$ cat src/rtl/demux_1to2_6_pkg.sv
// demux_1to2_6_pkg -- shared datapath constants for the 1-to-2 demultiplexer.
//   DMX_WIDTH : default word width (6-bit register-address datapath)
//   DMX_DEPTH : default entries per output queue (power of two, >= 2)
//   DMX_CNT_W : width of the per-destination accept counters
package demux_1to2_6_pkg;

  localparam int DMX_WIDTH = 6;
  localparam int DMX_DEPTH = 2;
  localparam int DMX_CNT_W = 8;

  // Destination encoding carried on the select input.
  typedef enum logic {
    DST_OUT0 = 1'b0,
    DST_OUT1 = 1'b1
  } dmx_dst_e;

endpackage

$ cat src/rtl/demux_fifo.sv
// demux_fifo -- small synchronous FIFO used as one output queue of the demux.
//   clk, reset     : clock, asynchronous active-high reset (clears storage too)
//   push, wdata    : write request and data (ignored while full)
//   pop, rdata     : read request (ignored while empty) and head-of-queue data
//   empty, full    : occupancy flags, derived from the registered count
//   count          : occupancy, log2(DEPTH)+1 bits
module demux_fifo
  import demux_1to2_6_pkg::*;
#(
  parameter int WIDTH = DMX_WIDTH,
  parameter int DEPTH = DMX_DEPTH,
  localparam int AW = $clog2(DEPTH)
) (
  input  logic             clk,
  input  logic             reset,
  input  logic             push,
  input  logic             pop,
  input  logic [WIDTH-1:0] wdata,
  output logic [WIDTH-1:0] rdata,
  output logic             empty,
  output logic             full,
  output logic [AW:0]      count
);

  localparam logic [AW:0] FULL_CNT = (AW+1)'(DEPTH);

  logic [WIDTH-1:0] mem_q [DEPTH];
  logic [AW-1:0]    rptr_q, wptr_q;
  logic [AW:0]      count_q;
  logic             push_ok, pop_ok;

  assign empty   = (count_q == '0);
  assign full    = (count_q == FULL_CNT);
  assign count   = count_q;
  assign rdata   = mem_q[rptr_q];
  // A full queue refuses a push even when it pops in the same cycle.
  assign push_ok = push & ~full;
  assign pop_ok  = pop & ~empty;

  // Storage is cleared on reset so the head reads as zero while reset is high.
  always_ff @(posedge clk or posedge reset) begin
    if (reset) begin
      for (int i = 0; i < DEPTH; i++) mem_q[i] <= '0;
      rptr_q  <= '0;
      wptr_q  <= '0;
      count_q <= '0;
    end else begin
      if (push_ok) begin
        mem_q[wptr_q] <= wdata;
        wptr_q        <= wptr_q + 1'b1;  // wraps modulo DEPTH (power of two)
      end
      if (pop_ok) rptr_q <= rptr_q + 1'b1;
      case ({push_ok, pop_ok})
        2'b10:   count_q <= count_q + 1'b1;
        2'b01:   count_q <= count_q - 1'b1;
        default: count_q <= count_q;
      endcase
    end
  end

endmodule

$ cat src/rtl/demux_1to2_6.sv
// demux_1to2_6 -- routes an input word stream to one of two buffered outputs.
//   clk, reset              : clock, asynchronous active-high reset
//   in_data/in_valid/select : incoming word, valid, destination (0->out0, 1->out1)
//   in_ready                : the selected queue has space (independent of in_valid)
//   outN_data/outN_valid    : head of queue N, queue N non-empty
//   outN_ready              : consumer takes the head of queue N
//   cnt0, cnt1              : wrapping 8-bit accept counters per destination,
//                             present only when DEMUX_COUNT_EN is defined
module demux_1to2_6
  import demux_1to2_6_pkg::*;
#(
  parameter int WIDTH = DMX_WIDTH,
  parameter int DEPTH = DMX_DEPTH
) (
  input  logic                 clk,
  input  logic                 reset,
  input  logic [WIDTH-1:0]     in_data,
  input  logic                 in_valid,
  input  logic                 select,
  output logic                 in_ready,
  output logic [WIDTH-1:0]     out0_data,
  output logic                 out0_valid,
  input  logic                 out0_ready,
  output logic [WIDTH-1:0]     out1_data,
  output logic                 out1_valid,
`ifdef DEMUX_COUNT_EN
  input  logic                 out1_ready,
  output logic [DMX_CNT_W-1:0] cnt0,
  output logic [DMX_CNT_W-1:0] cnt1
`else
  input  logic                 out1_ready
`endif
);

  localparam int AW = $clog2(DEPTH);

  logic          full0, full1, empty0, empty1;
  logic          push0, push1, pop0, pop1, accept;
  logic [AW:0]   count0, count1;

  assign in_ready = (select == DST_OUT1) ? ~full1 : ~full0;
  assign accept   = in_valid & in_ready;
  assign push0    = accept & (select == DST_OUT0);
  assign push1    = accept & (select == DST_OUT1);
  assign pop0     = ~empty0 & out0_ready;
  assign pop1     = ~empty1 & out1_ready;

  assign out0_valid = ~empty0;
  assign out1_valid = ~empty1;

  demux_fifo #(.WIDTH(WIDTH), .DEPTH(DEPTH)) u_q0 (
    .clk   (clk),
    .reset (reset),
    .push  (push0),
    .pop   (pop0),
    .wdata (in_data),
    .rdata (out0_data),
    .empty (empty0),
    .full  (full0),
    .count (count0)
  );

  demux_fifo #(.WIDTH(WIDTH), .DEPTH(DEPTH)) u_q1 (
    .clk   (clk),
    .reset (reset),
    .push  (push1),
    .pop   (pop1),
    .wdata (in_data),
    .rdata (out1_data),
    .empty (empty1),
    .full  (full1),
    .count (count1)
  );

  // Occupancy is only observed through the flags at this level.
  logic unused_cnt;
  assign unused_cnt = ^{count0, count1};

`ifdef DEMUX_COUNT_EN
  logic [DMX_CNT_W-1:0] cnt0_q, cnt0_d, cnt1_q, cnt1_d;

  always_comb begin
    cnt0_d = cnt0_q;
    cnt1_d = cnt1_q;
    if (push0) cnt0_d = cnt0_q + 1'b1;  // wraps 255 -> 0
    if (push1) cnt1_d = cnt1_q + 1'b1;
  end

  always_ff @(posedge clk or posedge reset) begin
    if (reset) begin
      cnt0_q <= '0;
      cnt1_q <= '0;
    end else begin
      cnt0_q <= cnt0_d;
      cnt1_q <= cnt1_d;
    end
  end

  assign cnt0 = cnt0_q;
  assign cnt1 = cnt1_q;
`endif

endmodule

$ cat config.mk
export PLATFORM = sky130hd
export DESIGN_NAME = demux_1to2_6
export DESIGN_NICKNAME = d
export VERILOG_FILES = /design/src/rtl/demux_1to2_6_pkg.sv /design/src/rtl/demux_fifo.sv /design/src/rtl/demux_1to2_6.sv
export SDC_FILE = /design/constraint.sdc
export NUM_CORES = 1
export LEC_CHECK = 0
export CORE_MARGIN = 1.5
export CORE_UTILIZATION = 40
export DETAILED_ROUTE_END_ITERATION = 8
export PLACE_DENSITY = 0.74
export SETUP_SLACK_MARGIN = 0.1
export SKIP_LAST_GASP = 1
export SYNTH_ARGS = -nofsm -noshare
export SYNTH_HDL_FRONTEND = slang
export SYNTH_HIERARCHICAL = 1
export SYNTH_SLANG_ARGS = --single-unit
$ cat constraint.sdc
create_clock -name clk -period 4.5 [get_ports clk]
set_input_delay 1.35 -clock clk [delete_from_list [all_inputs] [get_ports clk]]
set_output_delay 1.35 -clock clk [all_outputs]
set_load 0.01 [all_outputs]
; ---- Word level (Yosys, flattened, before mapping)
; Index checks and enable logic that the tools add are counted.
[op_classes]
n_bitwise = 18
multipliers = 0
n_mux = 15
n_lt_le_gt_ge = 6
addsub = 8
div = 0
n_shift = 0
reduce_logical = 6
eq_ne = 6
[op_table]
columns = op, count
row1 = 6-bit 2-to-1 mux, 8
row2 = 12-bit bitwise mux, 2
row3 = 6-bit demux with 1-bit select, 2
row4 = 1-bit bitwise AND, 9
row5 = 2-bit == test (second input constant), 4
row6 = 2-bit greater-or-equal comparator (second input constant), 4
row7 = 1-bit NOT with 2-bit output, 4
row8 = 2-bit one-hot mux with 2 select lines, 2
row9 = 1-bit NOT, 5
row10 = 1-bit adder (second input constant), 4
row11 = 2-bit by 1-bit adder with 2-bit output (second input constant), 2
row12 = 2-bit by 1-bit == test with 1-bit output (second input constant), 2
row13 = 2-bit zero test, 2
row14 = 2-bit by 1-bit less-than comparator with 1-bit output (second input constant), 2
row15 = 2-bit nonzero test, 2
row16 = 2-bit by 1-bit subtractor with 2-bit output (second input constant), 2
row17 = 1-bit logical AND, 2
row18 = 1-bit 2-to-1 mux, 1
[totals]
in_bits = 12
out_inout_bits = 15
ram_bits = 0
register_bits = 32
mem_bits_ro = 0
latchBits = 0
n_memories = 0

; ---- Logic depth before layout (Yosys ltp)
; Gate-level depths: netlist of run 1.
[logic_depth]
word_depth = 8
ltp_mapped = 8
mapped_depth_nobuf = 8

; ---- Hierarchy
; Netlist of run 1, hierarchy kept.
[modules_own_cells]
columns = mod, area_per_inst_um2, cells_per_inst, instances, seq_area_each_um2
row1 = demux_fifo, 758.2, 51, 2, 400.4
row2 = demux_1to2_6, 46.3, 7, 1, 0.0

; ---- Least setup slack after synthesis of run 1
; OpenSTA, ideal clock, no wires.
[synth_path]
path_kind = in2out
from = input select
to = output in_ready
required_ns = 3.150
arrival_time_ns = 1.608
slack_ns = 1.542
path_stages = 1
n_path_buf = 0
path_cell_list = mux2i_1
[synth_via]
elab_chain_len = 1
[synth_lines]
columns = item, line
row1 = "start, declared", demux_1to2_6.sv:19  ; input logic select,
row2 = 1-bit 2-to-1 mux, demux_1to2_6.sv:41  ; assign in_ready = (select == DST_OUT1) ? ~full1 : ~full0;
row3 = "end, declared", demux_1to2_6.sv:20  ; output logic in_ready,
; No other way between the ends.

; ---- Worst setup path after layout of run 1
; Same ends and word-level chain as after synthesis.

==> results.toml, run 1 <==
[status]
outcome = "completed"

[synthesis]
yosysMostFrequentCell = "dfrtp_1"
synthArstFlopShare_pct = 100
yosysTopAreaCell = "dfrtp_1"
synth.avg_cell_area_um2 = 14.3
ys_seq_elements = 32
synthFlopType = "dfrtp_1"
synth_fa_ha_area_share_pct = 1.60
ys_top_cells_by_area = "dfrtp_1, mux2_2, mux2_4, xnor2_1, xor2_1"
yosysWarningCount = 6
synth_common_cells = "dfrtp_1, mux2_2, mux2_4, inv_1, xnor2_1"
synthCells = 109
yosys.area_share.simple_pct = 8.73
yosys.area_share.xor_xnor_pct = 5.60
synth.net_count = 123
syn_area_um2 = 1560
ys_seq_area_share_pct = 51.2
yosys-mux-area-fraction_pct = 29.5
synth_top_area_share_pct = 51.2
synth-edff-count = 0
synth_top_family_by_area = "multiplexers"
synth_compound_area_share_pct = 0
ys_types = 18

[critical_path]
startpoint_type = "input pin"
crit_buf_inv = 2
worst-path-stages = 3
reg2reg_depth = 7
cpPeakStageDelay_ns = 0.55
cp_top_family = "buffers and inverters"
reg2reg_from = "u_q0/count[0]"
crit_chain = "clkdlybuf4s50_1, mux2i_1, clkdlybuf4s50_1"
cp.required_ns = 3.15
timing.critical_path.mode_cell = "clkdlybuf4s50_1"
arrival_ns = 2.59
critPathCaptureType = "primary output"
crit_slowest_cell = "clkdlybuf4s50_1"
path_class = "input pin to primary output"
path_max_fanout = 3
startpoint = "select"

[global_routing]
grtUsageMet1_pct = 18.8
grt_usage_pct = 15.0
antenna_found_initial = 0
grt_pass1_vias = 960
grt_start_max_net_pins = 17
grt_busiest_layer = "met2"
gr-usage-met3_pct = 4.62
grt_pass1_wl_mm = 4.64
gr-usage-met2_pct = 23.3
overflow = 0

[timing]
final.setup.tns_ns = 0
hold_violations = 0
period_share_pct = 87.7
fmax_mhz = 254
relSlewSlack_pct = 58.0
setup_viol = 0
skew_ns = 0.00411
report.final.slew_viol_count = 0
fin_crit_ns = 3.94
worst_pin_slew_ns = 0.629
rsz0062_at_grt = "no"

[clocking]
cts_buffers = 5
insertion_delay_ns = 0.28
postCtsSetupBuffers = 0
cts.clk_slew.worst_paths_ns = 0.06
post_cts_resized = 0
clk_path_buf_depth = 2
cts_hold_buf = 0
cts_tree = "yes"
cts_root_buf = "clkbuf_8"
htreeDepth = 2
cts.sinks = 32

[drt]
drc = 0
wl_mm = 2.66
first_pass_iters = 3
via_count = 899
vias_per_cell = 4.81
drt_iter0_drc = 28
ant_nets = 0
wl_per_cell_um = 14.2

[placement]
place.gp.congestion = 0.698
post-dp-hpwl_mm = 1.91
dp.cells = 179
portBuffers = 26

[worst_hold_path]
whs_path_depth = 1
hp-class = "flop to flop"
hp-start = "u_q0/wptr_q"

[floorplanning]
die_x_um = 65.5
initial_core_util_pct = 42.1
ios = 27
die_height_um = 65.5
dieArea_um2 = 4290
core_um2 = 3720
fp-row-count = 22

[pwr]
vdd_drop_max_mv = 0.279
power_density_nw_per_um2 = 758
p_leak_nw = 0.871

[layout]
syn2layout_area_growth_pct = 24.5
diodes = 0
final_cells = 187
nFillCells = 341
drive_above_1_share_pct = 36.0
nets = 152

[job]
max_cap_violations = 0
[sequential cells by signal, summed over array words and instances, names as in the netlist]
| register | flops |
|---|---|
| u_q1/rptr_q | 1 |
| u_q1/count | 2 |
| u_q1/mem_q | 12 |
| u_q1/wptr_q | 1 |
| u_q0/mem_q | 12 |
| u_q0/wptr_q | 1 |
| u_q0/rptr_q | 1 |
| u_q0/count | 2 |
[layer usage]
| metal | vias up | part of all wire (%) |
|---|---|---|
| met2 | 22 | 47 |
| met5 | - | 0 |
| met4 | 0 | 2.5 |
| met1 | 447 | 47 |
| li1 | 423 | - |
| met3 | 7 | 4.0 |
[where the power goes]
group	internal (mW)	switching, mW	total [mW]
combinational	0.465	0.238	0.703
clock	0.122	0.100	0.222
sequential	0.438	0.112	0.550
[worst register-to-register path, stage by stage (launching register included)]
cell and delay (ns):
dfrtp_1 0.42, nand2b_4 0.18, inv_1 0.06, nor3b_1 0.39, nand2_1 0.17, ha_1 0.34
nor2_1 0.14, xor2_1 0.16
[area by class of cell]
cell class / instances / area, µm² / area share, %
Clock inverter: 2 / 10.0 / 0.514
Multi-Input combinational cell: 67 / 709 / 36.5
Sequential cell: 32 / 801 / 41.2
Tap cell: 48 / 60.1 / 3.09
Inverter: 6 / 22.5 / 1.16
Timing Repair Buffer: 26 / 260 / 13.4
Clock buffer: 6 / 82.6 / 4.24
[cells in the final DEF, fill, tap and decap left out]
master,Yosys,layout
nor2_1,4,4
xnor2_1,6,6
clkdlybuf4s50_1,0,26
xor2_1,4,4
clkinv_2,0,2
mux2_2,24,24
mux2i_1,1,1
nand3b_2,2,2
mux2_4,12,12
dfrtp_1,32,32
nor3b_1,1,1
nand2b_4,2,2
nor2b_1,4,4
ha_1,2,2
and3_4,2,2
inv_1,6,6
and3b_1,1,1
clkbuf_8,0,6
nand2_1,2,2
[worst paths after layout]
path,slack [ns],end
worst max-delay path,0.56,in_ready
worst min-delay path,0.50,u_q0/wptr_q
worst max register to register,2.58,u_q0/count[1]
worst min register to register,0.50,u_q0/wptr_q
max in group asynchronous,2.62,u_q0/mem_q[0]
min in group asynchronous,1.47,u_q1/mem_q[4]
[cells by family after synthesis]
kind of cell  Yosys count
mux                    37
flops                  32
simple gates           18
xor+xnor               10
buf+inv                10
fa+ha+maj               2
[through the flow]
stage	total power, mW	setup slack [ns]	hold WS (ns)	utilization [%]	instance area [µm²]
after floorplan	1.00	1.54	0.461	-	1560
after global placement	1.24	0.566	0.477	49.9	1850
after detailed placement	1.26	0.542	0.483	49.9	1850
after CTS	1.50	0.542	0.495	52.4	1950
after global routing	1.59	0.507	0.522	52.4	1950
final	1.48	0.555	0.495	52.4	1950
(Power assumes the default switching activity.)
==> run 2, diff against run 1 <==
- CTS_CLUSTER_SIZE: default -> 40
==> results of run 2 <==
Same layout as run 1: the final DEF is identical, and so are final timing and power.
==> run 3, diff against run 2 <==
- CORE_UTILIZATION: 40 -> 50
- PLACE_DENSITY: 0.74 -> 0.87
==> run 3 against run 2 <==
  * Hold slack better by 0.011 ns
  * Register-to-register slack better by 0.05 ns
  * Wire length is 2.6% lower
  * Global-route usage is 2.5 points higher
  * Sequential share of layout area is 1.1 points higher
  * Critical path depth stayed put
  * First-iteration DRC count is 79% lower
  * Clock skew is 0.0014 ns higher
  * Non-clock buffer count stayed put
  * Clock power is 23% lower
  * Total power is 3.9% lower
  * Final cell count is 8.0% lower
  * Critical path type unchanged
  * Highest routed layer unchanged
==> results.toml, run 3 (same netlist as run 1, synthesis figures left out) <==
[pwr]
power_density_nw_per_um2 = 749
vdd_drop_max_mv = 0.275
p_total_mw = 1.42
p_leak_nw = 0.852

[status]
outcome = "completed"

[drt]
via_count = 908
wl_mm = 2.59
vias_per_cell = 5.28
wl_per_cell_um = 15.0
first_pass_iters = 5
drc = 0
drt_iter0_drc = 6
ant_nets = 0

[critical_path]
cp.required_ns = 3.15
crit_slowest_cell = "clkdlybuf4s50_1"
crit_chain = "clkdlybuf4s50_1, mux2i_1, clkdlybuf4s50_1"
arrival_ns = 2.60
reg2reg_depth = 7
startpoint_type = "input pin"
path_max_fanout = 3
timing.critical_path.mode_cell = "clkdlybuf4s50_1"
reg2reg_from = "u_q0/count[0]"
cpPeakStageDelay_ns = 0.55
rr_endpoint = "u_q0/count[1]"
critPathCaptureType = "primary output"
path_class = "input pin to primary output"
reg2reg_slack_ns = 2.63

[worst_hold_path]
hp-start = "u_q1/wptr_q"
hold_end = "u_q1/wptr_q"
hp-class = "flop to flop"
whs_path_depth = 1

[clocking]
post_cts_resized = 0
cts.clk_slew.worst_paths_ns = 0.09
cts.sinks = 32
insertion_delay_ns = 0.33
clk_path_buf_depth = 2
cts_root_buf = "clkbuf_4"
cts_hold_buf = 0
cts_tree = "yes"
postCtsSetupBuffers = 0
cts_buffers = 5
htreeDepth = 2

[floorplanning]
core_um2 = 3000
dieArea_um2 = 3470
initial_core_util_pct = 52.0
fp-row-count = 20
ios = 27
die_height_um = 58.9
die_x_um = 58.9

[timing]
worst_pin_slew_ns = 0.619
fin_crit_ns = 3.95
setup_viol = 0
hold_violations = 0
final.setup.tns_ns = 0
report.final.slew_viol_count = 0
relSlewSlack_pct = 58.7
fmax_mhz = 253
skew_ns = 0.00546
rsz0062_at_grt = "no"
period_share_pct = 87.8

[layout]
final_common_cell = "dfrtp_1"
regArea_um2 = 801
layout_common_cells = "dfrtp_1, clkdlybuf4s50_1, mux2_2"
nFillCells = 240
syn2layout_area_growth_pct = 21.1
multiInputGateArea_um2 = 709
nets = 152
largestRegisters = "u_q0/mem_q: 12 flops, u_q1/mem_q: 12 flops"
drive_above_1_share_pct = 34.5
diodes = 0

[placement]
place.gp.congestion = 0.707
post-dp-hpwl_mm = 1.90
portBuffers = 26

[global_routing]
overflow = 0
grt_start_max_net_pins = 17
grt_pass1_wl_mm = 4.37
antenna_found_initial = 0
grt_usage_pct = 17.5
grt_pass1_vias = 942

[job]
max_cap_violations = 0
-- run 3: cell types whose count changed in the layout (fill, tap and decap cells not counted), sizes merged --
cell / before / now
clkbuf: 6 / 8
clkinv: 2 / 0
-- run 3: report_power, final --
part	total (mW)	switching (mW)	internal, mW
Clock	0.170	0.0931	0.0770
Combinational	0.697	0.233	0.464
Sequential	0.551	0.114	0.437
Total	1.42	0.440	0.979
-- run 3: worst max-delay path by stage --
stage            from       end  cells past startpoint
2_1_floorplan  select  in_ready                      1
3_3_place_gp   select  in_ready                      3
3_5_place_dp   select  in_ready                      3
4_1_cts        select  in_ready                      3
5_1_grt        select  in_ready                      3
6_report       select  in_ready                      3
-- run 3: final cells by class --
type / instances / share of cell area [%]
timing repair buffer: 26 / 13.7
tap: 33 / 2.18
inverter: 6 / 1.19
clock buffer: 8 / 3.11
multi-input combinational: 67 / 37.5
sequential: 32 / 42.3
-- run 3: metrics by stage --
step	instances	area (µm²)	setup WS (ns)	hold WS [ns]	utilization [%]
floorplan	109	1560	1.54	0.461	-
global placement	164	1830	0.568	0.475	61.1
detailed placement	164	1830	0.531	0.487	61.1
CTS	172	1890	0.530	0.505	63.0
global route	172	1890	0.499	0.523	63.0
finish	172	1890	0.547	0.506	63.0
-- run 3: worst max-delay path, delay by kind of cell --
family,cells,cell delay (ns)
buf+inv,2,1.06
mux,1,0.19
-- run 3: per-layer routing --
layer,vias up,track usage (%),share of wire (%)
li1,428,-,-
met1,449,22.2,45
met2,26,27.0,48
met3,5,6.81,5.1
met4,0,6.82,1.5
met5,-,0,0
==> edit 1, RTL diff (settings of run 3) <==
The option `DEMUX_COUNT_EN` is turned on by a define.
--- a/src/rtl/demux_1to2_6.sv
+++ b/src/rtl/demux_1to2_6.sv
@@ -8,2 +8,4 @@
 //                             present only when DEMUX_COUNT_EN is defined
+`define DEMUX_COUNT_EN
+
 module demux_1to2_6
Formal check against the unedited RTL (old outputs only; new: cnt0 and cnt1): equivalent (equiv_simple and equiv_induct, registers matched by name and starting in step).
==> edit 1 against run 3 <==
First-iteration DRC count increased to 13 times the old value. Sequential power increased by 44%. Power increased by 42%. Worst setup slack got worse by 94 ps. Final area increased by 49%. Synthesized area increased by 45%. Routed wire length increased by 58%. Sequential share of layout area increased by 0.37 points. Sequential cell count increased by 16. Global-route usage increased by 0.60 points. Utilization increased by 1.6 points.
==> edit 1: results (changes against run 3) <==
routing:
  detail_route.wl_per_cell_um: 15.8  # was 15.0 um
  drt_iter0_drc: 76  # was 6
  vias: 1363  # was 908
  dr.pass1.iters: 4  # was 5
outcome:
  outcome: "complete, no violations"  # unchanged
cts:
  ctsResizeCount: 0  # unchanged
  clock_latency_ps: 300  # was 330 ps
  cts-root-buf: "clkbuf_8"  # was clkbuf_4
  htree_levels: 2  # unchanged
  path_clk_slew_ps: 80
cells_and_area:
  num-fill-cells: 333  # was 240
  top_regs: "u_q0/mem_q (12), u_q1/mem_q (12)"  # unchanged
  post_route_cells_drive_above_1_share_pct: 25.1  # was 34.5%
  finalNetCount: 222  # was 152
grt:
  grt_pass1_wl_um: 6940  # was 4370 um
  grt_usage_pct: 18.1  # was 17.5%
  antenna_found_initial: 0  # unchanged
  grt_max_degree: 17  # unchanged
synth:
  synth.area.top_cells: "dfrtp_1 (53%), mux2_2 (13%), mux2_4 (8.0%)"  # was dfrtp_1 (51%), mux2_2 (17%), mux2_4 (12%)
  syn_nets: 178  # was 123
  ys_types: 25  # was 18
  synthMuxAreaShare_pct: 21.4  # was 29.5%
  synthArstFlopShare_pct: 100  # unchanged
  syn_inst: 162  # was 109
  synthXorXnorAreaFrac_pct: 9.30  # was 5.60%
  synth_common_cells: "dfrtp_1 (48), mux2_2 (26), xnor2_1 (17)"  # was dfrtp_1 (32), mux2_2 (24), mux2_4 (12)
  synth_adder_area_share_pct: 2.21  # was 1.60%
  yosysSeqAreaShare_pct: 53.2  # was 51.2%
hold_path:
  hp-class: "register to register"  # unchanged
  min_from: "cnt1[7]"  # was u_q1/wptr_q
  hold_path_end: "cnt1[7]"  # was u_q1/wptr_q
  whs_path_depth: 1  # unchanged
worst_setup_path:
  rrSetupSlack_ps: 2460  # was 2630 ps
  arrival_ps: 2700  # was 2600 ps
  r2r-end: "u_q0/count[1]"  # unchanged
  worst-path-max-fanout: 4  # was 3
  cp-endpoint: "in_ready"  # unchanged
power_and_ir_drop:
  power_density_nw_per_um2: 716  # was 749 nW/um^2
  leakage_nw: 1.25  # was 0.852 nW
  ir_drop_uv: 354  # was 275 uV
placement:
  dp_slack_ps: 460  # was 531 ps
  portBuffers: 42  # was 26
  place_area_sq_um: 2710  # was 1830 sq um
  gp_congestion: 0.785  # was 0.707
  hpwl_um: 2930  # was 1900 um
timing:
  worst_clock_skew_ps: 10.6  # was 5.46 ps
  worst_slew_pin_slew_ps: 629  # was 619 ps
  setup_ws_ps: 453  # was 547 ps
edit 1: cell count changes after synthesis, sizes merged, moves of 3 or more:
cell / delta
nand4: +6
xor2: +3
dfrtp: +16
and3: +3
xnor2: +11
edit 1: metrics by stage:
step           hold slack [ps]  instances
3_5_place_dp               467        251
5_1_grt                    510        259
6_report                   484        259
3_3_place_gp               462        251
2_1_floorplan              461        162
4_1_cts                    484        259
edit 1: critical path: stages:
cell	delay (ps)
clkdlybuf4s50_1	590
mux2i_1	210
clkdlybuf4s50_1	550
edit 1: where the power goes:
group | internal [mW] | total [mW] | leakage (nW) | switching (mW)
sequential | 0.625 | 0.796 | 0.586 | 0.171
combinational | 0.587 | 0.913 | 0.605 | 0.327
clock | 0.165 | 0.307 | 0.0552 | 0.142
edit 1: metal layers:
metal / share of wire, % / global-route usage, % / wire length, um / vias up
li1: - / - / - / 639
met1: 47 / 24.3 / 1900 / 686
met2: 48 / 28.2 / 1960 / 32
met3: 3.8 / 5.19 / 156 / 6
met4: 1.6 / 6.41 / 64 / 0
met5: 0 / 0 / 0 / -
edit 1: area by class of cell:
| type | count | area (sq um) | share of cell area, % |
|---|---|---|---|
| clock buffers | 6 | 72.6 | 2.58 |
| inverters | 7 | 26.3 | 0.933 |
| repair buffers | 42 | 420 | 14.9 |
| clock inverters | 2 | 35.0 | 1.24 |
| multi-input cells | 102 | 995 | 35.3 |
| flip-flops and latches | 48 | 1200 | 42.7 |
| well taps | 52 | 65.1 | 2.31 |
==> edit 2, RTL diff (flow settings as in run 3) <==
Without the edit above. The package constant `DMX_WIDTH` goes from 6 to 8. Comments in the files are not updated.
--- a/src/rtl/demux_1to2_6_pkg.sv
+++ b/src/rtl/demux_1to2_6_pkg.sv
@@ -6,3 +6,3 @@
 
-  localparam int DMX_WIDTH = 6;
+  localparam int DMX_WIDTH = 8;
   localparam int DMX_DEPTH = 2;
Ports: changed (resized in_data, out0_data and out1_data); port bits go from 27 to 33. No check against the original RTL was run, so the function may have changed too.
==> edit 2 against run 3 <==
Routed wire length up 31%. Sequential share of layout area down 0.98 points. Count of clock-buffer cells in the layout down 3. Final cell count up 24%. Synthesized area up 23%. Sequential cell count up 8. Synthesized cell count up 18%. Non-clock buffer count up 6. Final area up 28%. Fmax down 0.35%. Power up 38%. Worst setup slack worse by 14 ps. First-iteration DRC count rose to 5.0 times the old value. Largest power group unchanged. Via count up 20%.
==> edit 2: results (changes against run 3) <==
cells_and_area:
  top_regs: "u_q0/mem_q (16), u_q1/mem_q (16)"  # was u_q0/mem_q (12), u_q1/mem_q (12)
  finalNetCount: 180  # was 152
  post_route_cells_drive_above_1_share_pct: 37.6  # was 34.5%
  final_area_sq_um: 2420  # was 1890 sq um
power_and_ir_drop:
  ir_drop_uv: 367  # was 275 uV
  leakage_nw: 1.08  # was 0.852 nW
  internal_power_mw: 1.40  # was 0.979 mW
  comb_power_share_pct: 44.6  # was 49.2%
  p_seq_mw: 0.687  # was 0.551 mW
  power_density_nw_per_um2: 810  # was 749 nW/um^2
placement:
  place_area_sq_um: 2260  # was 1830 sq um
  dp_slack_ps: 504  # was 531 ps
  gp_congestion: 0.739  # was 0.707
  place_inst: 205  # was 164
  portBuffers: 32  # was 26
cts:
  cts-root-buf: "clkbuf_8"  # was clkbuf_4
  path_clk_slew_ps: 70  # was 90 ps
  clock_latency_ps: 290  # was 330 ps
routing:
  detail_route.wl_per_cell_um: 15.9  # was 15.0 um
  drt_iter0_drc: 30  # was 6
  via_per_inst: 5.11  # was 5.28
  wl_met3_um: 178  # was 131 um
  dr.pass1.iters: 3  # was 5
  drt-met1-wl_um: 1440  # was 1170 um
  vias: 1089  # was 908
grt:
  met1_usage_pct: 23.2  # was 22.2%
  use_met3_pct: 5.73  # was 6.81%
  grt_max_degree: 21  # was 17
  grt_usage_pct: 18.7  # was 17.5%
  grt_pass1_vias: 1211  # was 942
  antenna_found_initial: 0  # unchanged
synth:
  synth.area.top_cells: "dfrtp_1 (52%), mux2_2 (19%), mux2_4 (13%)"  # was dfrtp_1 (51%), mux2_2 (17%), mux2_4 (12%)
  syn_area_per_cell_sq_um: 14.8  # was 14.3 sq um
  syn_nets: 145  # was 123
timing:
  worst_clock_skew_ps: 4.66  # was 5.46 ps
  worst_slew_pin_slew_ps: 747  # was 619 ps
worst_setup_path:
  worst_path_largest_cell_delay_ps: 560
outcome:
  outcome: "complete, no violations"  # unchanged
-- edit 2: final timing paths --
kind	startpoint	end	slack (ps)	cells past startpoint
min in group asynchronous	reset	u_q1/mem_q[0]	1510	2
max in group asynchronous	reset	u_q0/mem_q[0]	2510	2
max reg2reg	u_q0/count[0]	u_q0/count[1]	2580	7
min reg2reg	u_q1/wptr_q	u_q1/wptr_q	490	1
min	u_q1/wptr_q	u_q1/wptr_q	490	1
max	select	in_ready	530	3
-- edit 2: cells by family after synthesis --
group / count (synthesis) / synth area share (%)
adder cells (fa/ha/maj): 2 / 1.31
AND/OR/NAND/NOR: 18 / 7.12
buffers and inverters: 10 / 2.87
XOR/XNOR: 10 / 4.57
multiplexers: 49 / 31.9
flip-flops: 40 / 52.3
-- edit 2: final cells by class --
cell class | count | area share (%)
clock inverters | 3 | 3.72
inverters | 6 | 0.930
well taps | 48 | 2.48
repair buffers | 32 | 13.2
multi-input cells | 79 | 35.5
flip-flops and latches | 40 | 41.3
clock buffers | 5 | 2.84
